### config.mk
export PLATFORM = sky130hd
export DESIGN_NAME = avg_thresh_det
export DESIGN_NICKNAME = d
export VERILOG_FILES = /design/src/rtl/avg_thresh_det.sv
export SDC_FILE = /design/constraint.sdc
export NUM_CORES = 1
export LEC_CHECK = 0
export BUFFER_PORTS_ARGS = -buffer_cell sky130_fd_sc_hd__buf_4
export CAP_MARGIN = 30
export CORE_ASPECT_RATIO = 1.75
export CORE_MARGIN = 8
export CORE_UTILIZATION = 55
export CTS_CLUSTER_SIZE = 40
export DETAILED_ROUTE_END_ITERATION = 6
export GPL_ROUTABILITY_DRIVEN = 1
export GPL_TIMING_DRIVEN = 0
export PLACE_DENSITY = 0.8
export SLEW_MARGIN = 20
export SYNTH_ARGS = -nofsm -noshare
export SYNTH_HDL_FRONTEND = slang
export SYNTH_SLANG_ARGS = --single-unit
### constraint.sdc
create_clock -name clk_i -period 5.7 [get_ports clk_i]
set_input_delay 0.285 -clock clk_i [delete_from_list [all_inputs] [get_ports clk_i]]
set_output_delay 0.285 -clock clk_i [all_outputs]
set_load 0.02 [all_outputs]
### src/rtl/avg_thresh_det.sv
// avg_thresh_det: hysteresis threshold detector with hold qualification, event counter and peak capture (optional IRQ via AVG_THRESH_DET_IRQ_EN)
module avg_thresh_det #(
  parameter int DATA_W = 8,
  parameter int HOLD   = 3,
  parameter int CNT_W  = 16
) (
  input  logic              clk_i,
  input  logic              rst_ni,
  input  logic [DATA_W-1:0] data_i,
  input  logic [DATA_W-1:0] thr_hi_i,
  input  logic [DATA_W-1:0] thr_lo_i,
  input  logic              en_i,
  input  logic              clr_i,
  output logic              above_o,
  output logic              rise_o,
  output logic              fall_o,
  output logic [CNT_W-1:0]  event_cnt_o,
  output logic [DATA_W-1:0] peak_o
`ifdef AVG_THRESH_DET_IRQ_EN
  ,
  input  logic              irq_ack_i,
  output logic              irq_o
`endif
);
  typedef enum logic [1:0] {LOW, ARM, HIGH, DISARM} state_t;
  localparam logic [3:0] HOLD_N = 4'(HOLD);
  localparam logic signed [DATA_W-1:0] MIN_V = {1'b1, {(DATA_W-1){1'b0}}};
  state_t state_q, state_d;
  logic [3:0] hold_q, hold_d, hold_inc;
  logic signed [DATA_W-1:0] run_q, run_d, data_s, mx;
  logic signed [DATA_W-1:0] peak_q, peak_d;
  logic above_q, above_d, rise_q, rise_d, fall_q, fall_d;
  logic [CNT_W-1:0] cnt_q, cnt_d;
  logic qh, ql, done;
  assign data_s   = data_i;
  assign qh       = data_s > $signed(thr_hi_i);
  assign ql       = data_s < $signed(thr_lo_i);
  assign mx       = run_q > data_s ? run_q : data_s;
  assign hold_inc = hold_q + 4'd1;
  assign done     = hold_inc == HOLD_N;
  // next state, hold counter, running max and edge pulses; everything holds while disabled
  always_comb begin
    state_d = state_q;
    hold_d  = hold_q;
    run_d   = run_q;
    rise_d  = 1'b0;
    fall_d  = 1'b0;
    if (en_i) begin
      case (state_q)
        LOW: if (qh) begin
          run_d  = data_s;
          hold_d = 4'd1;
          if (HOLD_N == 4'd1) begin
            state_d = HIGH;
            hold_d  = 4'd0;
            rise_d  = 1'b1;
          end else state_d = ARM;
        end
        ARM: if (qh) begin
          run_d  = mx;
          hold_d = hold_inc;
          if (done) begin
            state_d = HIGH;
            hold_d  = 4'd0;
            rise_d  = 1'b1;
          end
        end else begin
          state_d = LOW;
          hold_d  = 4'd0;
          run_d   = MIN_V;
        end
        HIGH: begin
          run_d = mx;
          if (ql) begin
            hold_d = 4'd1;
            if (HOLD_N == 4'd1) begin
              state_d = LOW;
              hold_d  = 4'd0;
              run_d   = MIN_V;
              fall_d  = 1'b1;
            end else state_d = DISARM;
          end
        end
        DISARM: begin
          run_d = mx;
          if (ql) begin
            hold_d = hold_inc;
            if (done) begin
              state_d = LOW;
              hold_d  = 4'd0;
              run_d   = MIN_V;
              fall_d  = 1'b1;
            end
          end else begin
            state_d = HIGH;
            hold_d  = 4'd0;
          end
        end
        default: state_d = LOW;
      endcase
    end
  end
  // level, counter and peak next values; clear beats increment and peak load
  always_comb begin
    above_d = state_d == HIGH || state_d == DISARM;
    cnt_d   = clr_i ? '0 : (rise_d && ~&cnt_q) ? cnt_q + CNT_W'(1) : cnt_q;
    peak_d  = clr_i ? '0 : fall_d ? mx : peak_q;
  end
  // registered state and outputs with synchronous active-low reset
  always_ff @(posedge clk_i) begin
    if (!rst_ni) begin
      state_q <= LOW;
      hold_q  <= 4'd0;
      run_q   <= MIN_V;
      above_q <= 1'b0;
      rise_q  <= 1'b0;
      fall_q  <= 1'b0;
      cnt_q   <= '0;
      peak_q  <= '0;
    end else begin
      state_q <= state_d;
      hold_q  <= hold_d;
      run_q   <= run_d;
      above_q <= above_d;
      rise_q  <= rise_d;
      fall_q  <= fall_d;
      cnt_q   <= cnt_d;
      peak_q  <= peak_d;
    end
  end
  assign above_o     = above_q;
  assign rise_o      = rise_q;
  assign fall_o      = fall_q;
  assign event_cnt_o = cnt_q;
  assign peak_o      = peak_q;
`ifdef AVG_THRESH_DET_IRQ_EN
  logic irq_q, irq_d;
  // sticky interrupt: set together with rise_o, set wins over acknowledge
  always_comb irq_d = rise_d ? 1'b1 : irq_ack_i ? 1'b0 : irq_q;
  // interrupt flag register
  always_ff @(posedge clk_i) begin
    if (!rst_ni) irq_q <= 1'b0;
    else irq_q <= irq_d;
  end
  assign irq_o = irq_q;
`endif
endmodule
==> metrics.txt, run 1 <==
Compound-Gate Fraction of Synth Area 22.26%; Crit Path Class input port to register; # DRC 0; Layout Nets 459; die area between 7000 and 8000 um2; total number of vias 2,743; ant diodes 0; setup ws final 3.284 ns; clock latency on the worst-skew pair roughly 0.29 ns; CTS tree done; GRT met1 Usage 17.68%; Static Leak ~1.5 nW; CTS root buf clkbuf_8; initial cell density of the core a little under three fifths; register area share after synthesis roughly 30%; Synth warnings 0; TritonRoute pass-1 iters 4; max-cap violations 0; core box area slightly below 5000 um2; max_slew headroom 50.44%; Async S/R FF share, synth 0%; status finished clean; pwr dens about 210 nW/um2; share of post-route cells with drive strength above 1 a little over a fifth; unrepaired setup endpoints after global routing no; Hold Crit Class input port to register; initial drt markers 140; initial antenna violation count 0; Slew Limit Fails 0; crit path launch type input port; highest clock rate slightly above 400 MHz; Die W between 60 and 70 um; syn nets 398; hold violation count in the final report 0; pre-CTS setup slack ~3 ns; vias per cell ~6.0; largest net degree at the start of global routing 13; post-CTS resize count 0; WP data arrival 2.56 ns; DIE HEIGHT 109.9 um; GRT Util Overall between 10% and 20%; clock buffer depth 2; per-cell routed wire length ~16 um; Layout area overhead 21.26%; mux contribution to synthesized area less than 1%; grt met2 use a little under two fifths; Antenna Nets Post-Route 0; number of flops mapped to enable cells by yosys 0; Core Rows 34; CP Max Fanout 10; layer with the highest usage met2; vias in the first global route between 2,000 and 3,000; fin crit share between 40% and 50%; simple-gate share of the synthesized area between 20% and 30%; DP HPWL 5903 um; setup bufs post-CTS 0; worst vdd ir between 0.2 and 0.25 mV; post-synthesis register bit count about 40; CP required just under 6 ns; Total Power a little under 0.7 mW; Final setup viols 0; TritonCTS Buffers 5; Hold WS roughly 0.26 ns; Setup Total Neg Slack 0 ns; I/O pins between 50 and 60; Post-CTS Hold Fix Bufs 0; gpl congestion 0.8931; clock sink total 41; Clock Pin Slew Worst Setup and Hold Paths ~0.08 ns; crit end category register; first-pass GRT wire length 12,400 um; cells after synthesis ~340; minimum clock period 2.416 ns; adder-cell area share of the yosys netlist a little under an eighth; Netlist cell types 59; largest family of logic cells by synthesized area simple AND/OR/NAND/NOR gates; met3 Usage GRT 4.426%; synthesized area roughly 2800 um2; Overflow after GRT 0; mean post-synth cell area ~8.1 um2; Detailed Route WL between 7000 and 8000 um; H-tree levels 2; clk_skew between 0.007 and 0.008 ns; worst slew pin tran about 0.74 ns; post-synthesis xor/xnor area fraction under 10%; number of port buffers 54; most used flip-flop cell after synthesis dfxtp_1
## final timing paths
path,start,slack (ns),cells past startpoint,end
max,data_i[5],3.28,9,run_q[0]$_SDFFE_PN0P_
min,en_i,0.26,2,state_q[0]$_SDFF_PN0_
max reg2reg,hold_q[1]$_SDFFE_PN0P_,3.28,9,peak_o[7]$_SDFFE_PP0P_
min reg2reg,hold_q[3]$_SDFFE_PN0P_,0.51,2,hold_q[3]$_SDFFE_PN0P_
## critical path, cell delays in order
cell,delay (ns)
buf_4,0.14
ha_1,0.30
a21oi_1,0.14
o21ai_0,0.09
o31ai_1,0.56
clkbuf_1,0.40
a21oi_1,0.29
o21ai_0,0.27
a31oi_1,0.06
## synth_stat cells, types with 2 or more instances
cell | n | share of area (%)
xnor2_1 | 13 | 4.1
buf_2 | 4 | 0.72
mux2i_1 | 2 | 0.72
a21o_1 | 3 | 0.81
a31oi_1 | 8 | 1.8
nand3_1 | 10 | 1.8
inv_1 | 35 | 4.7
and2_1 | 9 | 2.0
nor4_1 | 10 | 2.3
a21oi_1 | 19 | 3.4
nor2b_1 | 5 | 1.1
o21ai_0 | 34 | 6.1
ha_1 | 26 | 12
nor2_1 | 30 | 4.1
nand4_1 | 3 | 0.68
nand2_1 | 15 | 2.0
clkbuf_1 | 8 | 1.1
a21boi_0 | 6 | 1.6
or2_2 | 2 | 0.45
o31ai_1 | 3 | 0.81
nand2b_1 | 5 | 1.1
nor3_1 | 6 | 1.1
and3_1 | 11 | 2.5
nand3_2 | 2 | 0.72
dfxtp_1 | 41 | 30
## area by class of cell
type,count,area (um2)
multi-input combinational,255,1765
fill,446,1574
sequential,41,820.8
timing repair buffer,54,405.4
inverter,35,131.4
clock buffer,7,86.33
tap,54,67.56
buffer,13,53.80
clock inverter,1,30.03
## cell usage in the layout, fill, tap and decap left out, types with 2 or more instances in the layout
cell type,Yosys,layout
nor2b_1,5,5
or2_2,2,2
and3_1,11,11
nand3_1,10,10
nor3_1,6,6
mux2i_1,2,2
o21ai_0,34,34
nor2_1,30,30
nand3_2,2,2
clkbuf_1,8,9
inv_1,35,35
nor4_1,10,10
a21o_1,3,3
buf_2,4,4
clkbuf_8,0,6
a31oi_1,8,8
a21boi_0,6,6
ha_1,26,26
nand2_1,15,15
and2_1,9,9
xnor2_1,13,13
dfxtp_1,41,41
nand4_1,3,3
nand2b_1,5,5
buf_4,0,54
a21oi_1,19,19
o31ai_1,3,3
## cells by family (layout without fill, tap and decap cells)
family / after synthesis / in the layout
xor+xnor: 13 / 13
compound gates: 94 / 94
buf+inv: 48 / 110
flops: 41 / 41
mux: 2 / 2
simple gates: 120 / 120
fa+ha+maj: 26 / 26
## metrics by stage
stage,std cells,util [%],instance area [um2]
4_1_cts,460,68.10,3361
3_5_place_dp,452,65.75,3244
2_1_floorplan,344,-,2771
3_3_place_gp,452,65.75,3244
5_1_grt,460,68.10,3361
6_report,460,68.10,3361
## flip-flops by register name, indices dropped and copies added, names as in the netlist
name	flops
above_o	1
run_q	8
event_cnt_o	16
rise_o	1
fall_o	1
hold_q	4
state_q	2
peak_o	8
## metal layers
layer	wire (um)	vias up
li1	-	1344
met1	2750	1290
met2	3989	92
met3	388	17
met4	208	0
met5	0	-
## power breakdown
| group | total, mW | switching (mW) | leakage (nW) | internal (mW) |
|---|---|---|---|---|
| Clock | 0.244 | 0.101 | 0.0585 | 0.143 |
| Combinational | 0.151 | 0.0881 | 1.09 | 0.0632 |
| Sequential | 0.300 | 0.00592 | 0.333 | 0.294 |
Note: power is estimated with default switching activity, not from simulation.
==> run 2: changes to the inputs <==
--- a/config.mk
+++ b/config.mk
@@ -5,16 +5,17 @@
 export SDC_FILE = /design/constraint.sdc
 export NUM_CORES = 1
 export LEC_CHECK = 0
+export ABC_AREA = 1
 export BUFFER_PORTS_ARGS = -buffer_cell sky130_fd_sc_hd__buf_4
 export CAP_MARGIN = 30
 export CORE_ASPECT_RATIO = 1.75
 export CORE_MARGIN = 8
-export CORE_UTILIZATION = 55
+export CORE_UTILIZATION = 51
 export CTS_CLUSTER_SIZE = 40
 export DETAILED_ROUTE_END_ITERATION = 6
 export GPL_ROUTABILITY_DRIVEN = 1
 export GPL_TIMING_DRIVEN = 0
-export PLACE_DENSITY = 0.8
+export PLACE_DENSITY = 0.77
 export SLEW_MARGIN = 20
 export SYNTH_ARGS = -nofsm -noshare
 export SYNTH_HDL_FRONTEND = slang
==> constraint.sdc (replaced) <==
create_clock -name clk_i -period 2.08 [get_ports clk_i]
set_input_delay 0.104 -clock clk_i [delete_from_list [all_inputs] [get_ports clk_i]]
set_output_delay 0.104 -clock clk_i [all_outputs]
set_load 0.02 [all_outputs]
==> metrics.txt, run 2 <==
largest family of logic cells by synthesized area simple AND/OR/NAND/NOR gates; mux contribution to synthesized area 0%; setup bufs post-CTS 0; gpl congestion approximately 0.90; Bufs and invs on worst path 1; final instance area 3572 um2; DP HPWL a little over 6000 um; largest area contributor in the netlist dfxtp_1; Layout Nets 572; delay-heaviest family, CP simple AND/OR/NAND/NOR gates; worst vdd ir between 0.4 and 0.5 mV; Async S/R FF share, synth 0%; core box area 5540 um2; cells after synthesis between 400 and 500; Netlist cell types 25; Compound-Gate Fraction of Synth Area 9.821%; adder-cell area share of the yosys netlist approximately 11%; clock latency on the worst-skew pair roughly 0.30 ns; Synth top cells by count nand2_1, inv_1, nor2_1; Synth warnings 0; mean post-synth cell area between 6 and 7 um2; status finished clean; first-pass GRT wire length between 10,000 and 15,000 um; commonest cells after routing, fill and taps aside nand2_1, inv_1, buf_4; clock sink total slightly above 40; initial antenna violation count 0; CP required about 2.3 ns; TritonCTS Buffers 5; I/O pins 55; commonest non-fill, non-tap cell in the layout nand2_1; H-tree levels 2; Post-CTS Hold Fix Bufs 0; Final setup viols 0; top post-synthesis cells by area dfxtp_1, nand2_1, ha_1; highest clock rate between 500 and 600 MHz; max-cap violations 0; number of port buffers 54; Static Leak between 1.5 and 2 nW; post-synthesis register bit count between 40 and 50; vias per cell just under 5; initial drt markers 128; Die W 73.30 um; Area after DPL roughly 3400 um2; post-synthesis xor/xnor area fraction 4.740%; clk_skew between 0.006 and 0.007 ns; max_slew headroom 56.95%; crit-path max cell delay 0.35 ns; most used flip-flop cell after synthesis dfxtp_1; crit path launch type register; Layout area overhead 21.90%; WP data arrival about 2.2 ns; Hold Crit Class input port to register; share of post-route cells with drive strength above 1 between 20% and 30%; minimum clock period 1.935 ns; Antenna Nets Post-Route 0; # DRC 0; Core Rows 36; ant diodes 0; syn nets approximately 500; register area share after synthesis 28.01%; Crit Path Class register to register; Slew Limit Fails 0; per-cell routed wire length 12.51 um; number of flops mapped to enable cells by yosys 0; total number of vias about 2,900; most common cell in the netlist nand2_1; clock buffer depth 2; CP Max Fanout 10; CTS root buf clkbuf_8; DIE HEIGHT between 100 and 150 um; Clock Pin Slew Worst Setup and Hold Paths about 0.08 ns; synthesized area slightly below 3000 um2; pwr dens 542.3 nW/um2; TritonRoute pass-1 iters 4; post-synth top area share around 28%; Total Power around 1.9 mW; simple-gate share of the synthesized area between 30% and 40%; worst slew pin tran approximately 0.65 ns; max reg flops 16; Setup Total Neg Slack 0 ns; crit path cell chain ha_1 -> xnor2_2 -> nand3_2 -> nor2_4 -> nand4_4 -> nor2_4 -> buf_6 -> nand2_2 -> a21oi_2; die area 8523 um2; vias in the first global route slightly below 3,000; crit end category register; initial cell density of the core approximately 53%; Slowest cell on crit path dfxtp_1; CTS tree done; GRT Util Overall a little under a fifth; post-CTS resize count 1; hold violation count in the final report 0; critical path's most frequent cell nor2_4; Detailed Route WL ~7400 um; largest net degree at the start of global routing 13; Overflow after GRT 0; fin crit share between 90% and 100%
-- run 2: cell types whose count changed after synthesis, sizes merged, moves of 20 or more --
cell and change:
nand2 +144, nor2 +22, inv +36, a21oi +20, o21ai -28
-- run 2: through the flow --
step / hold WS (ns) / cells / util (%) / setup slack, ns
floorplan: 0.2267 / 458 / - / 0.2089
global placement: 0.3662 / 588 / 61.92 / -0.04310
detailed placement: 0.3860 / 588 / 61.92 / -0.05717
CTS: 0.06115 / 596 / 63.80 / -0.03495
global route: 0.07688 / 595 / 64.48 / -0.002174
finish: 0.07412 / 595 / 64.48 / 0.1452
-- run 2: cell type report --
class                      instances  area [um2]
buffer                             7       40.04
fill                             525        1968
sequential                        41       822.0
inverter                          71       266.5
multi-input combinational        338        1842
clock inverter                     1       5.005
clock buffer                       7       96.34
timing repair buffer              54       405.4
tap                               76       95.09
-- run 2: metal layers --
layer	GRT usage, %	share of wire [%]	vias up
li1	-	-	1538
met1	16.44	39	1274
met2	36.29	54	62
met3	3.095	3.6	19
met4	9.799	3.4	0
met5	0	0	-
-- run 2: path summary, 6_finish.rpt --
kind                                        startpoint                      endpoint  slack (ns)  cells after the start
worst max-delay path            hold_q[0]$_SDFFE_PN0P_  event_cnt_o[13]$_SDFFE_PP0P_        0.15                      9
worst max register to register  hold_q[0]$_SDFFE_PN0P_  event_cnt_o[13]$_SDFFE_PP0P_        0.15                      9
worst min register to register  peak_o[3]$_SDFFE_PP0P_        peak_o[3]$_SDFFE_PP0P_        0.47                      2
worst min-delay path                            rst_ni         run_q[0]$_SDFFE_PN0P_        0.07                      3
-- run 2: kinds of logic (layout without fill, tap and decap cells) --
logic type	count (synthesis)	count (layout)
AOI/OAI and AO/OA	50	50
xor gates and xnor gates	15	15
adders and majority gates	26	26
buffers and inverters	79	140
DFF	41	41
and+or+nand+nor	247	247
-- run 2: power breakdown --
group	total, mW	switching, mW	internal [mW]
combinational	0.515	0.319	0.196
sequential	0.846	0.0282	0.818
clock	0.576	0.276	0.300
-- run 2: tightest hold or removal path, cell delays in order --
cell	delay (ns)
buf_4	0.12
nand2_1	0.06
a21oi_1	0.04
==> run 3: changes to the inputs <==
--- a/config.mk
+++ b/config.mk
@@ -11,6 +11,7 @@
 export CORE_ASPECT_RATIO = 1.75
 export CORE_MARGIN = 8
 export CORE_UTILIZATION = 51
+export CTS_BUF_LIST = sky130_fd_sc_hd__clkbuf_16
 export CTS_CLUSTER_SIZE = 40
 export DETAILED_ROUTE_END_ITERATION = 6
 export GPL_ROUTABILITY_DRIVEN = 1
==> metrics.txt, run 3 (synthesis results as in run 2) <==
CTS root buf clkbuf_16; gpl congestion ~0.9; share of post-route cells with drive strength above 1 18.85%; commonest non-fill, non-tap cell in the layout nand2_1; setup ws final between 0.1 and 0.15 ns; initial drt markers around 130; worst slew pin tran 0.6476 ns; status finished clean; Total Power 2.090 mW; worst vdd ir between 0.5 and 0.6 mV; Antenna Nets Post-Route 0; CP endpoint event_cnt_o[13]$_SDFFE_PP0P_; Hold WS slightly above 0.09 ns; Sw Ratio 30.90%; max-cap violations 0; Slew Limit Fails 0; clock latency on the worst-skew pair between 0.2 and 0.3 ns; Filler Cells Inserted 520; Die W 73.30 um; first-pass GRT wire length ~13,000 um; register share of total power just over 40%; Hold Crit Class input port to register; clock buffer depth 2; die area 8523 um2; CTS tree done; WP data arrival 2.17 ns; clk_skew around 0.0076 ns; DIE HEIGHT about 120 um; max reg flops 16; Static Leak 1.786 nW; Post-Place Cells between 500 and 600; initial cell density of the core between 50% and 60%; crit path launch type register; ant diodes 0; Layout area overhead 22.76%; r2r worst-path depth 9; initial antenna violation count 0; r2r endpoint event_cnt_o[13]$_SDFFE_PP0P_; final cell count without fillers between 500 and 600; commonest cells after routing, fill and taps aside nand2_1, inv_1, buf_4; vias in the first global route ~3,000; Post-CTS Hold Fix Bufs 0; total number of vias just under 3,000; largest net degree at the start of global routing 13; Overflow after GRT 0; CP required roughly 2.3 ns; hold violation count in the final report 0; TritonRoute pass-1 iters 4; sw power about 0.65 mW; Setup Total Neg Slack 0 ns; Layout Nets about 570; H-tree levels 2; minimum clock period 1.956 ns; Comb pwr share ~24%; per-cell routed wire length ~13 um; max_slew headroom between 50% and 60%; number of port buffers 54; Clock Pin Slew Worst Setup and Hold Paths roughly 0.060 ns; final instance area around 3600 um2; CP Max Fanout 10; Layout Utilization between 60% and 70%; core box area 5540 um2; CP startpoint hold_q[0]$_SDFFE_PN0P_; clock sink total a little over 40; fin crit share roughly 94%; pre-CTS setup slack -0.05717 ns; DP HPWL just over 6000 um; GRT Util Overall between 15 and 20%; unrepaired setup endpoints after global routing yes; r2r setup slk roughly 0.12 ns; internal power approximately 1.4 mW; TritonCTS Buffers 5; # DRC 0; crit end category register; Detailed Route WL between 7000 and 8000 um; I/O pins 55; Area after DPL about 3400 um2; highest clock rate slightly above 500 MHz; Final setup viols 0; Crit Path Class register to register; Reg2Reg Launch Point hold_q[0]$_SDFFE_PN0P_; clock power share 35.3%; pwr dens between 500 and 600 nW/um2; Core Rows 36; vias per cell slightly below 5
## run 3: cell count changes in the layout (fill, tap and decap cells not counted)
cell	previous run	this run
clkinv_1	0	2
o21ai_1	1	6
o21ai_2	6	1
clkbuf_16	0	5
clkbuf_8	7	0
clkbuf_4	0	1
## run 3: layout make-up
cell class,instances,area [um2],area share (%)
Inverter,71,266.5,7.409
Multi-Input combinational cell,338,1823,50.68
Clock buffer,5,125.1,3.478
Tap cell,76,95.09,2.643
Clock inverter,3,12.51,0.3478
Buffer,8,47.55,1.322
Sequential cell,41,822.0,22.85
Timing Repair Buffer,54,405.4,11.27
## run 3: power by group through the flow
stage	registers (mW)	clock network (mW)	logic, mW
5_1_grt	0.852	0.779	0.580
2_1_floorplan	0.859	0	0.343
3_5_place_dp	0.864	0	0.483
4_1_cts	0.847	0.757	0.490
3_3_place_gp	0.862	0	0.466
6_report	0.849	0.737	0.505
## run 3: worst min path at each step
stage / start / end / slack, ns / depth (start not counted)
final: rst_ni / run_q[0]$_SDFFE_PN0P_ / 0.09 / 3
after detailed placement: rst_ni / run_q[0]$_SDFFE_PN0P_ / 0.39 / 3
after floorplan: rst_ni / run_q[0]$_SDFFE_PN0P_ / 0.23 / 2
after CTS: rst_ni / run_q[0]$_SDFFE_PN0P_ / 0.08 / 3
after global routing: rst_ni / run_q[0]$_SDFFE_PN0P_ / 0.1 / 3
after global placement: rst_ni / run_q[0]$_SDFFE_PN0P_ / 0.37 / 3
## run 3: timing repair
item,CTS,global route
buffers inserted,0,0
gates cloned,0,0
setup endpoints to repair,19,25
resized for setup,4,16
## run 3: per-layer routing
metal	part of all wire, %	global-route usage [%]	vias up
met4	3.3	10.07	0
li1	-	-	1545
met3	4.1	3.095	19
met1	37	16.44	1296
met2	55	37.13	70
met5	0	0	-
## run 3: critical path, cell delays in order (launching register included)
cell,delay (ns)
dfxtp_1,0.36
ha_1,0.26
xnor2_2,0.20
nand3_2,0.15
nor2_4,0.15
nand4_4,0.14
nor2_4,0.23
buf_6,0.20
nand2_2,0.07
a21oi_2,0.12
